### config.mk
export PLATFORM = sky130hd
export DESIGN_NAME = wb_trace_fifo
export DESIGN_NICKNAME = d
export VERILOG_FILES = /design/src/rtl/wb_trace_fifo.sv
export SDC_FILE = /design/constraint.sdc
export NUM_CORES = 1
export LEC_CHECK = 0
export ABC_AREA = 1
export CELL_PAD_IN_SITES_DETAIL_PLACEMENT = 0
export CELL_PAD_IN_SITES_GLOBAL_PLACEMENT = 1
export CORE_MARGIN = 10
export CORE_UTILIZATION = 48
export CTS_BUF_LIST = sky130_fd_sc_hd__clkbuf_16
export CTS_CLUSTER_SIZE = 10
export DETAILED_ROUTE_END_ITERATION = 8
export GPL_TIMING_DRIVEN = 0
export HOLD_SLACK_MARGIN = 0.1
export PLACE_DENSITY_LB_ADDON = 0.1
export REMOVE_ABC_BUFFERS = 1
export SYNTH_ARGS = -nofsm -noshare
export SYNTH_HDL_FRONTEND = slang
export SYNTH_SLANG_ARGS = --single-unit
### constraint.sdc
create_clock -name i_clk -period 3.2 [get_ports i_clk]
set_input_delay 0.64 -clock i_clk [delete_from_list [all_inputs] [get_ports i_clk]]
set_output_delay 0.64 -clock i_clk [all_outputs]
set_load 0.02 [all_outputs]
### src/rtl/wb_trace_fifo.sv
// wb_trace_fifo: write-back trace buffer.
// Captures CPU register write-back events (address, data) in a show-ahead FIFO
// and hands them to a slow consumer over a valid/ready handshake. An optional
// per-register shadow table drops writes that do not change the last traced value.
module wb_trace_fifo #(
    parameter int DEPTH      = 8,
    parameter int ADDR_W     = 4,
    parameter int DATA_W     = 8,
    parameter int FILTER_DUP = 1
) (
    input  logic                       i_clk,
    input  logic                       i_reset,
    input  logic                       i_valid,
    input  logic [ADDR_W-1:0]          i_write_add,
    input  logic [DATA_W-1:0]          i_write_data,
    input  logic                       i_clear,
    input  logic                       i_ready,
    output logic                       o_valid,
    output logic [ADDR_W-1:0]          o_add,
    output logic [DATA_W-1:0]          o_data,
    output logic [$clog2(DEPTH):0]     o_count,
    output logic                       o_full,
    output logic                       o_empty,
    output logic                       o_overflow,
    output logic [7:0]                 o_drop_cnt
);

    localparam int PTR_W = $clog2(DEPTH);
    localparam int CNT_W = PTR_W + 1;
    localparam int REGS  = 2 ** ADDR_W;

    // Entry storage and shadow data carry no reset; validity lives in control state.
    logic [ADDR_W-1:0] mem_add  [DEPTH];
    logic [DATA_W-1:0] mem_data [DEPTH];
    logic [DATA_W-1:0] shadow   [REGS];
    logic [REGS-1:0]   shadow_v;

    logic [PTR_W-1:0]  rd_ptr;
    logic [PTR_W-1:0]  wr_ptr;
    logic [CNT_W-1:0]  count;
    logic              overflow;
    logic [7:0]        drop_cnt;

    logic              pop;
    logic              dup;
    logic              cand;
    logic              push;
    logic              drop;

    assign o_empty    = (count == '0);
    assign o_full     = (count == CNT_W'(DEPTH));
    assign o_valid    = ~o_empty;
    assign o_count    = count;
    assign o_overflow = overflow;
    assign o_drop_cnt = drop_cnt;

    // Head entry shown combinationally, zeroed while nothing is held.
    assign o_add  = o_valid ? mem_add[rd_ptr]  : '0;
    assign o_data = o_valid ? mem_data[rd_ptr] : '0;

    assign pop  = o_valid & i_ready;
    assign dup  = (FILTER_DUP != 0) & shadow_v[i_write_add]
                  & (shadow[i_write_add] == i_write_data);
    assign cand = i_valid & ~dup;
    // When full, a simultaneous pop frees the head slot, which is the write slot.
    assign push = cand & (~o_full | pop);
    assign drop = cand & o_full & ~pop;

    // Control state: pointers, occupancy, overflow tracking, shadow validity.
    always_ff @(posedge i_clk or negedge i_reset) begin
        if (!i_reset) begin
            rd_ptr   <= '0;
            wr_ptr   <= '0;
            count    <= '0;
            overflow <= 1'b0;
            drop_cnt <= 8'd0;
            shadow_v <= '0;
        end else if (i_clear) begin
            rd_ptr   <= '0;
            wr_ptr   <= '0;
            count    <= '0;
            overflow <= 1'b0;
            drop_cnt <= 8'd0;
            shadow_v <= '0;
        end else begin
            if (push) begin
                wr_ptr                <= wr_ptr + PTR_W'(1);
                shadow_v[i_write_add] <= 1'b1;
            end
            if (pop) begin
                rd_ptr <= rd_ptr + PTR_W'(1);
            end
            if (push && !pop) begin
                count <= count + CNT_W'(1);
            end else if (pop && !push) begin
                count <= count - CNT_W'(1);
            end
            if (drop) begin
                overflow <= 1'b1;
                if (drop_cnt != 8'hFF) begin
                    drop_cnt <= drop_cnt + 8'd1;
                end
            end
        end
    end

    // Data path: store accepted entries and remember the last traced value per register.
    always_ff @(posedge i_clk) begin
        if (push && !i_clear) begin
            mem_add[wr_ptr]      <= i_write_add;
            mem_data[wr_ptr]     <= i_write_data;
            shadow[i_write_add]  <= i_write_data;
        end
    end

endmodule

== Word-level counts from Yosys, hierarchy flattened ==
Memory sizes are Yosys's and may differ from the RTL's.
Cells that the tools add are included.

* Bits in latches: 0
* Word-level logic and storage cells: 67
* Memory bits (writable): 224
* ROM bits: 0
* Output and inout port bits: 28
* Bits of input ports: 17
* Memories kept: 3
* Register bits after elaboration: 35

* Divide/modulo/power cells: 0
* Bitwise gates (word level): 12
* Order comparisons: 2
* Reductions and logical operators: 14
* Multiply operators: 0
* Add/subtract/negate cells: 5
* Multiplexer cells: 22
* Shifts and indexed selects: 0
* Eq/ne operators: 3

{| class="wikitable"
|+ Memory list
! memory !! depth !! bits a word !! read ports !! clocked after memory_dff !! wr ports !! line !! RTL
|-
| shadow || 16 || 8 || 1 || 0 || 1 || 35 || <nowiki>logic [DATA_W-1:0] shadow [REGS];</nowiki>
|-
| mem_data || 8 || 8 || 1 || 0 || 1 || 34 || <nowiki>logic [DATA_W-1:0] mem_data [DEPTH];</nowiki>
|-
| mem_add || 8 || 4 || 1 || 0 || 1 || 33 || <nowiki>logic [ADDR_W-1:0] mem_add [DEPTH];</nowiki>
|}

{| class="wikitable"
|+ Operators with widths
! kind !! number
|-
| two-way mux 16 bit || 2
|-
| two-way mux 8 bit || 4
|-
| two-way mux 4 bit || 4
|-
| OR 16 bit || 1
|-
| two-way mux 3 bit || 4
|-
| adder 8 x 1 -> 8 bit (second input constant) || 1
|-
| equality test 8 bit || 1
|-
| inequality test 8 bit (second input constant) || 1
|-
| nonzero test 2 bit || 4
|-
| adder 3 x 1 -> 3 bit (second input constant) || 2
|-
| bitwise AND 1 bit || 6
|-
| two-way mux 1 bit || 6
|-
| less-than comparator 4 x 5 -> 1 bit (second input constant) || 1
|-
| adder 4 x 1 -> 4 bit (second input constant) || 1
|-
| binary-select mux 1 bit (select 4 bit) || 1
|-
| demux 1 bit (select 4 bit) || 1
|-
| equality test 4 bit (second input constant) || 1
|-
| >= comparator 4 x 1 -> 1 bit (second input constant) || 1
|-
| logical AND 1 bit || 4
|-
| zero test 4 bit || 1
|-
| inverter 1 bit || 4
|-
| subtractor 4 x 1 -> 4 bit (second input constant) || 1
|-
| zero test 1 bit || 3
|-
| nonzero test 3 bit || 1
|-
| other kinds (2) || 2
|}

== Longest topological paths before layout ==
* Depth after elaboration: 11
* Mapped depth: 27
* Depth with buffers taken out: 24

== Worst setup path before layout ==
Ideal clock, no wire load.

* Path kind: input -> register
* From: input i_write_add[0]
* To: memory mem_add[0][0], enable pin
* Path slack: 86 ps
* Library setup time: 380 ps
* Stages: 20
* Path buffers: 3
* Required time: 2820 ps
* Data arrival time: 2734 ps
* Path through: buf_4 > buf_6 > buf_2 > nand2_1 > nand2_1 > nand2_1 > nand2_1 > nand2_1 > nand2_1 > nor2_1 > nand2_1 > nand2_1 > nor2_1 > nand3_1 > nor2_2 > nor2_4 > nand2_4 > nor2_4 > nand2_1 > nor2_1

* Cells in the longest elaborated chain, start to end: 9
* Elaborated cells between the ends (all ways): 11
* Those cells by class: eq/ne: 1; mux: 4; bitwise: 4; reduce/logical: 1; memory: 1

{| class="wikitable"
|+ RTL lines
! what !! line !! RTL
|-
| from (decl) || 14 || <nowiki>input logic [ADDR_W-1:0] i_write_add,</nowiki>
|-
| memory (16 x 8 bit) or binary-select mux 1 bit (select 4 bit) (tied branches) || -- ||
|-
| equality test 8 bit or two-way mux 1 bit (tied branches) || 63, 62 ||
|-
| bitwise AND 1 bit * || 63 || <nowiki>& (shadow[i_write_add] == i_write_data);</nowiki>
|-
| inverter 1 bit * || 64 || <nowiki>assign cand = i_valid & ~dup;</nowiki>
|-
| bitwise AND 1 bit * || 64 ||
|-
| bitwise AND 1 bit * || 66 || <nowiki>assign push = cand & (~o_full | pop);</nowiki>
|-
| logical AND 1 bit * || 109 || <nowiki>if (push && !i_clear) begin</nowiki>
|-
| two-way mux 1 bit * || 109 ||
|-
| two-way mux 1 bit (not written as such) * || 110 || <nowiki>mem_add[wr_ptr] <= i_write_add;</nowiki>
|-
| to (decl) || 33 ||
|}

Every way passes the cells marked *; elsewhere a longest branch is shown, timed or not. The select of a mux whose other input is x is not followed.

== Worst setup path in the final report ==
* From: register rd_ptr[1]
* To: output o_data[6]

* Cells in the longest elaborated chain, start to end: 2

{| class="wikitable"
|+ RTL lines
! what !! line !! RTL
|-
| from (decl) || 38 || <nowiki>logic [PTR_W-1:0] rd_ptr;</nowiki>
|-
| from (signal assigned) || 91 || <nowiki>rd_ptr <= rd_ptr + PTR_W'(1);</nowiki>
|-
| memory (8 x 8 bit) || -- ||
|-
| two-way mux 8 bit || 59 || <nowiki>assign o_data = o_valid ? mem_data[rd_ptr] : '0;</nowiki>
|-
| to (decl) || 20 || <nowiki>output logic [DATA_W-1:0] o_data,</nowiki>
|}

No other way between the ends.

==> summary.txt <==
Route
  – Total Routed Length: between 20,000 and 30,000 µm
  – DRC: 0
  – Detailed router's first-iteration violation count: 578
  – Vias per std cell: 5.25
  – Vias: 7,941
  – Drt first pass iters: 5
  – DR WL/cell: 19.0 µm
  – Post-DRT Antenna Nets: 0

Floorplanning
  – Site row count: 56
  – Die area: approximately 30,000 µm²
  – Width of the chip: 173 µm
  – Starting density of the core: 0.485
  – Std-Cell Core Area: 23,300 µm²
  – Die Span Y: 173 µm
  – Ports: 45

Layout
  – # diodes: 0
  – Final Cell Area: between 10,000 and 15,000 µm²
  – Non-Filler Instances: roughly 1.5k
  – Footprint of the multi-input gates: between 3000 and 4000 µm²
  – Layout area overhead: 21.1%
  – Layout cells sized above 1: 0.139
  – Register area: about 7600 µm²
  – Final net count: 1,192
  – Fillers: 2,002

STA
  – Setup TNS: 0 ns
  – Max_slew headroom: 0.213
  – Tmin final: 3.07 ns
  – Final worst-path cycle share: 0.961
  – Worst Max-Slew Pin Slew: ~1.2 ns
  – Unrepaired setup endpoints after global routing: no
  – Final Skew: 0.0196 ns
  – Final hold violation count: 0
  – Final setup margin: roughly 0.13 ns
  – Max-slew violations: 0
  – Final setup viols: 0
  – Fmax: 325 MHz

Clock network
  – Total CTS buffers: 30
  – Worst-Skew Late Latency: 0.57 ns
  – H-tree depth: 1
  – Clk sink count: 259
  – CTS max path bufs: 3
  – CTS clk-pin slew, worst paths: about 0.06 ns
  – CTS tree: built
  – Root Driver: clkbuf_16

Critical path
  – Most used cell, CP: o21ai_0
  – Setup slack, reg-to-reg: 0.47 ns
  – Worst r2r src: shadow[3][7]
  – Worst-path maximum fanout: 15
  – Reg2reg end: o_count[1]
  – Slowest cell on crit path: dfrtp_4
  – Critical path buffer and inverter count: 4
  – Critical Path End Type: primary output
  – Crit path DAT: roughly 2.4 ns
  – Biggest cell delay along the critical path: 0.59 ns
  – CP delay by family, top: buffers and inverters
  – CP Cell Sequence: clkinvlp_4 -> buf_4 -> buf_12 -> o21ai_0 -> o22ai_1 -> o21ai_0 -> a31oi_1 -> dlygate4sd2_1
  – Crit path launch type: flop
  – Worst R2R Path Depth: 20
  – Critical path class: flop to primary output
  – WP data required: 2.56 ns

Place
  – Routability-driven placement congestion ratio: 0.775
  – DP Area: 11,900 µm²
  – Dpl ws: -2.70 ns
  – Placed insts: between 1k and 1.5k
  – DPL Wire Length: 15,300 µm
  – Port-buffer cells: 44

Run status
  – Status: complete, no violations

Hold path
  – Hold depth: 1
  – Hold Path Origin: i_write_add[1]
  – Hold Crit Class: input port to flop
  – Worst Hold Path EP: mem_add[4][1]

Logic synthesis
  – Yosys top cell area share: 0.595
  – Register bit total from synthesis: 259
  – Syn_area_per_cell: 10.4 µm²
  – Number of flops mapped to enable cells by yosys: 224
  – Netlist cell types: 39
  – Ys flop type: edfxtp_1
  – Synth area leader: edfxtp_1
  – Top post-synthesis cells by area: edfxtp_1, nand2_1, dfrtp_1
  – Mapped cell area: 11,300 µm²
  – Register area share after synthesis: 0.672
  – Async set or reset register ratio after synthesis: 0.135
  – Syn Inst Count: approximately 1.1k
  – YS warnings: 0

Power
  – Peak supply drop: 458 µV
  – Pwr Total: around 8.8 mW
  – Power density cells: 642 nW/µm²
  – Leakage power: 5.48 nW

Global routing
  – Vias in the first global route: 7,491
  – Largest net degree at the start of global routing: 58
  – GRT overflow: 0
  – Initial antenna violation count: 0
  – First-pass GRT wire length: around 43,000 µm
  – Gr usage total: 0.181

Flow run
  – Max_cap viols: 0
==> kinds of logic after synthesis <==
logic type,Yosys count,synth area share
buffers and inverters,88,0.0387
AND/OR/NAND/NOR,599,0.209
flip-flops,259,0.672
XOR/XNOR,7,0.00542
adder cells (fa/ha/maj),6,0.00730
AO/OA/AOI/OAI,129,0.0672
==> report_power, final <==
group	internal (mW)	total (mW)	leakage (nW)	switching, mW
Clock	1.69	2.99	0.509	1.30
Sequential	3.77	3.85	2.50	0.0862
Combinational	0.715	1.94	2.48	1.23
Total	6.17	8.79	5.48	2.62
==> worst max-delay path by stage <==
| stage | start | endpoint | slack, ns | cells past startpoint |
|---|---|---|---|---|
| floorplan | i_write_add[1] | mem_add[0][0] | -0.11 | 15 |
| global placement | i_write_add[0] | mem_data[0][3] | -4.59 | 19 |
| detailed placement | i_write_add[1] | mem_add[0][0] | -2.70 | 17 |
| CTS | rd_ptr[0] | o_add[1] | -0.19 | 7 |
| global route | i_write_data[7] | o_count[3] | 0.007 | 17 |
| finish | rd_ptr[1] | o_data[6] | 0.13 | 8 |
==> stage by stage <==
step,hold slack [ns],util
floorplan,0.344,-
global placement,0.467,0.508
detailed placement,0.470,0.510
CTS,0.439,0.575
global route,0.367,0.587
finish,0.388,0.587
==> placed cells by master (no fill, tap or decap), types with 4 or more instances in the layout <==
| cell | netlist | final |
|---|---|---|
| nand2_1 | 419 | 414 |
| edfxtp_1 | 224 | 224 |
| nor2_1 | 133 | 103 |
| o21ai_0 | 70 | 70 |
| inv_1 | 36 | 53 |
| dfrtp_1 | 35 | 33 |
| clkbuf_16 | 0 | 32 |
| buf_4 | 6 | 32 |
| nor2_4 | 3 | 29 |
| nand3_1 | 27 | 25 |
| clkdlybuf4s50_1 | 0 | 19 |
| o21ai_2 | 14 | 14 |
| o22ai_1 | 12 | 12 |
| a31oi_1 | 12 | 12 |
| dlygate4sd2_1 | 0 | 12 |
| buf_12 | 0 | 11 |
| clkinvlp_4 | 0 | 8 |
| a22oi_1 | 8 | 8 |
| nand2_2 | 2 | 7 |
| nor2_2 | 2 | 6 |
| a21oi_1 | 5 | 5 |
| nand4_1 | 5 | 5 |
| xor2_1 | 5 | 5 |
| o21ai_1 | 4 | 4 |
| ha_1 | 5 | 4 |
| buf_2 | 11 | 4 |
==> layer usage <==
metal | vias to the layer above | part of all wire | GRT usage
li1 | 3826 | - | -
met1 | 3851 | 0.45 | 0.249
met3 | 54 | 0.050 | 0.0244
met5 | - | 0 | 0
met4 | 0 | 0.030 | 0.0550
met2 | 210 | 0.47 | 0.294
==> flip-flops by register name (all words and copies together), names as in the netlist <==
register    count
mem_data       64
o_drop_cnt      8
o_overflow      1
o_count         4
rd_ptr          3
mem_add        32
wr_ptr          3
shadow        128
shadow_v       16
==> area by class of cell <==
type                       instances  share of cell area
clock inverter                    26             0.00941
multi-input combinational        741               0.257
tap                              319              0.0292
inverter                          39              0.0155
sequential                       259               0.556
clock buffer                      30              0.0548
timing repair inverter             4             0.00247
timing repair buffer              94              0.0760
==> synth_stat cells (7+ instances only) <==
cell      instances
inv_1            36
edfxtp_1        224
buf_2            11
o22ai_1          12
o21ai_2          14
buf_6             7
a31oi_1          12
nand2_1         419
a22oi_1           8
nor2_1          133
dfrtp_1          35
nand3_1          27
o21ai_0          70
clkbuf_1         20
==> repair_timing <==
item / 4_1_cts / 5_1_grt
setup endpoints to repair: 269 / 238
resized for setup: 109 / 33
setup buffers: 28 / 15
hold buffers: 1 / 0
pin swaps: 9 / 3
endpoints found under the hold margin: 9 / 0
cloned: 3 / 4
(Power assumes the default switching activity.)
